**src/rtl/three_bit.sv**
```systemverilog
// three_bit: registered 3-bit ripple-carry adder with bit-level operand and result ports
module half_adder (
  input  logic a,
  input  logic b,
  output logic s,
  output logic c
);
  assign s = a ^ b;
  assign c = a & b;
endmodule

module full_adder (
  input  logic a,
  input  logic b,
  input  logic cin,
  output logic s,
  output logic cout
);
  logic p, g, t;
  half_adder u_ha0 (.a(a), .b(b), .s(p), .c(g));
  half_adder u_ha1 (.a(p), .b(cin), .s(s), .c(t));
  assign cout = g | t;
endmodule

module three_bit (
  input  logic clk,
  input  logic rst_n,
  output logic s0,
  output logic s1,
  output logic s2,
  output logic cout,
  input  logic x0,
  input  logic x1,
  input  logic x2,
  input  logic y0,
  input  logic y1,
  input  logic y2
);
  logic [2:0] sum, c;
  logic [3:0] res_d, res_q;
  full_adder u_fa0 (.a(x0), .b(y0), .cin(1'b0), .s(sum[0]), .cout(c[0]));
  full_adder u_fa1 (.a(x1), .b(y1), .cin(c[0]), .s(sum[1]), .cout(c[1]));
  full_adder u_fa2 (.a(x2), .b(y2), .cin(c[1]), .s(sum[2]), .cout(c[2]));
  always_comb begin
    res_d = {c[2], sum};
  end
  always_ff @(posedge clk or negedge rst_n) begin
    if (!rst_n) res_q <= 4'd0;
    else        res_q <= res_d;
  end
  assign {cout, s2, s1, s0} = res_q;
endmodule

```
**config.mk**
```make
export PLATFORM = sky130hd
export DESIGN_NAME = three_bit
export DESIGN_NICKNAME = d
export VERILOG_FILES = /design/src/rtl/three_bit.sv
export SDC_FILE = /design/constraint.sdc
export NUM_CORES = 1
export LEC_CHECK = 0
export ABC_CLOCK_PERIOD_IN_PS = 800
export CORE_AREA = 2 2 39 41
export CTS_CLUSTER_DIAMETER = 100
export CTS_CLUSTER_SIZE = 30
export DETAILED_ROUTE_END_ITERATION = 12
export DIE_AREA = 0 0 41 43
export GPL_ROUTABILITY_DRIVEN = 0
export PLACE_DENSITY = 0.39
export SLEW_MARGIN = 10
export SYNTH_ARGS = -nofsm -noshare
export SYNTH_HDL_FRONTEND = slang
export SYNTH_HIERARCHICAL = 1
export SYNTH_SLANG_ARGS = --single-unit
```
**constraint.sdc**
```tcl
create_clock -name clk -period 0.8 [get_ports clk]
set_clock_uncertainty 0.15 [all_clocks]
set_input_delay 0.12 -clock clk [delete_from_list [all_inputs] [get_ports clk]]
set_output_delay 0.12 -clock clk [all_outputs]
set_load 0.03 [all_outputs]
```
==> metrics.json <==
{
  "numPortBuffers": 11,
  "floorplan.initialDensity": 0.1429,
  "drtPass1Iterations": 1,
  "syn_to_final_growth_pct": 103.8,
  "route.detailed.vias_per_inst": 3.523,
  "design.die.area_um2": 1763,
  "insertedDiodeCount": 0,
  "mappedNetlistNets": 28,
  "power_switching_w": 0.0002278,
  "critical_path_class": "primary input to flop",
  "clock_tree_from_tritoncts": "done",
  "postRouteAntennaNets": 0,
  "critPathMaxStageDelay_ns": 0.23,
  "regMostFlops": "res_q",
  "critPathCaptureType": "flop",
  "cts-root-buf": "clkbuf_4",
  "required_ns": 0.77,
  "worst_hold_slack_ns": -0.05662,
  "detailedPlacementHpwl_um": 341,
  "postSynthCellCount": 14,
  "number_of_flip_flops_in_the_largest_register": 4,
  "grt_max_degree": 5,
  "synth.cell_area_um2": 197.7,
  "critical-path-top-delay-family": "simple AND/OR/NAND/NOR gates",
  "outcome": "complete, but fails checks",
  "place.detailed.instances": 41,
  "post_drt_wl_per_cell_um": 9.364,
  "clock_sink_count": 4,
  "grt_antenna_before_repair": 0,
  "maximum_clock_frequency_mhz": 745.4,
  "pwr-share-seq": 0.330,
  "dr_total_vias": 155,
  "power.switching_fraction": 0.2959,
  "ir_worst_vdd_mv": 0.4760,
  "core_um2": 1384,
  "instances_no_fill": 44,
  "fin_crit_sh": 1.677,
  "finalWorstSetupSlack_ns": -0.5416,
  "synth.ff_latch_count": 4,
  "placement_rows": 14,
  "hold_class": "primary input to asynchronous set/reset pin",
  "timing.final.crit_period_ns": 1.342,
  "seq_area_um2": 100.1,
  "crit_path_cell_trace": "buf_6 > ha_4 > or2_4 > ha_4 > or2_1 > ha_2 > or2_1",
  "largestRegisters": "res_q x4",
  "static-leakage-power_nw": 0.1766,
  "timing.critical_path.buf_inv": 1,
  "clockPowerShare": 0.328,
  "layout.cells.most_common_list": "6 x buf_6, 4 x dfrtp_1, 4 x ha_4",
  "maxCapViolations": 0,
  "drt-total-wl_um": 412,
  "multi_input_area_um2": 152.6,
  "synth.yosys.warnings": 6,
  "rsz_0062_raised_after_global_routing": "true",
  "critPathMaxFanout": 1,
  "post_synth_num_cell_types": 4,
  "remaining_drc_errors": 0,
  "tritoncts.num_buffers": 3,
  "p_int_w": 0.0005419,
  "detailedRoute.firstIterationViolations": 0,
  "grt_pass1_wl_um": 655,
  "final_layout_size_suffix_gt1_frac": 0.6071,
  "die_x_um": 41,
  "num-fill-cells": 155,
  "finish.net_count": 44,
  "timing_hold_violations_final": 4,
  "p_per_cell_area_nw_per_um2": 1910,
  "timing.critical_path.slowest_stage_cell": "or2_4",
  "boundary_pin_count": 12,
  "fp.dieH_um": 43,
  "report.final.setup_viol": 7,
  "worst_ep_arrival_time_ns": 1.31,
  "ctsLongestPathBuffers": 2,
  "total_power_w": 0.0007697,
  "mostFrequentLayoutCell": "buf_6",
  "pins_over_their_slew_limit": 0,
  "critical_path.startpoint_type": "primary input",
  "synth_area_per_cell_um2": 14.12,
  "htree_num_levels": 1,
  "grt_overflow": 0,
  "fin_util": 0.2911,
  "violated_checks": "negative hold slack, negative setup slack",
  "globalRouteTotalUtil": 0.06539,
  "p_comb_frac": 0.342,
  "synth_seq_area_share": 0.5063,
  "grt_pass1_vias": 165,
  "clk_pin_slew_worst_paths_ns": 0.04
}
==> power by group through the flow <==
stage	registers [W]	clock network (W)	logic, W
2_1_floorplan	0.000320	0	0.0000464
3_3_place_gp	0.000249	0	0.000226
3_5_place_dp	0.000251	0	0.000228
4_1_cts	0.000255	0.000266	0.000249
5_1_grt	0.000257	0.000283	0.000292
6_report	0.000254	0.000253	0.000263
==> what timing repair did <==
item | in CTS | in global routing
pin swaps | 6 | 1
setup endpoints to repair | 8 | 7
gates resized for setup | 20 | 3
setup buffers | 0 | 0
hold endpoints to repair | 4 | 4
==> layer usage <==
metal	global-route usage	up-vias	wire, µm
met4	0.08000	0	0
met3	0.04712	0	54
li1	-	74	-
met2	0.08438	10	196
met5	0	-	0
met1	0.05502	71	160
==> cell usage after synthesis <==
cell | n | area [µm²]
or2_1 | 3 | 18.77
ha_1 | 6 | 75.07
dfrtp_1 | 4 | 100.1
conb_1 | 1 | 3.750
==> per-stage QoR <==
step,cell area (µm²),worst slack [ns],setup TNS [ns],hold slack (ns)
after floorplan,227.7,-0.8802,-2.114,-0.3256
after global placement,347.8,-1.183,-3.512,0.1909
after detailed placement,347.8,-1.188,-3.520,0.1949
after CTS,377.9,-0.5543,-1.906,-0.05736
after global routing,402.9,-0.5525,-1.940,-0.05026
final,402.9,-0.5416,-1.800,-0.05662
==> worst paths after layout <==
kind                       startpoint                  to  slack [ns]  cells past startpoint
max                                x0  res_q[3]$_DFF_PN0_       -0.54                      7
min                             rst_n  res_q[2]$_DFF_PN0_       -0.06                      1
max in group asynchronous       rst_n  res_q[0]$_DFF_PN0_        0.38                      1
min in group clk                   y0  res_q[0]$_DFF_PN0_        0.09                      3
==> kinds of logic after synthesis <==
kind of cell | count (synthesis) | share of synthesized area
other | 1 | 0.01897
adder cells (fa/ha/maj) | 6 | 0.3797
AND/OR/NAND/NOR | 3 | 0.09495
flip-flops | 4 | 0.5063
==> layout make-up <==
class,instances,area share
well taps,16,0.04969
flip-flops and latches,4,0.2484
clock buffers,3,0.05590
repair buffers,11,0.2671
multi-input cells,10,0.3789
Power figures use the tool's default switching activity.
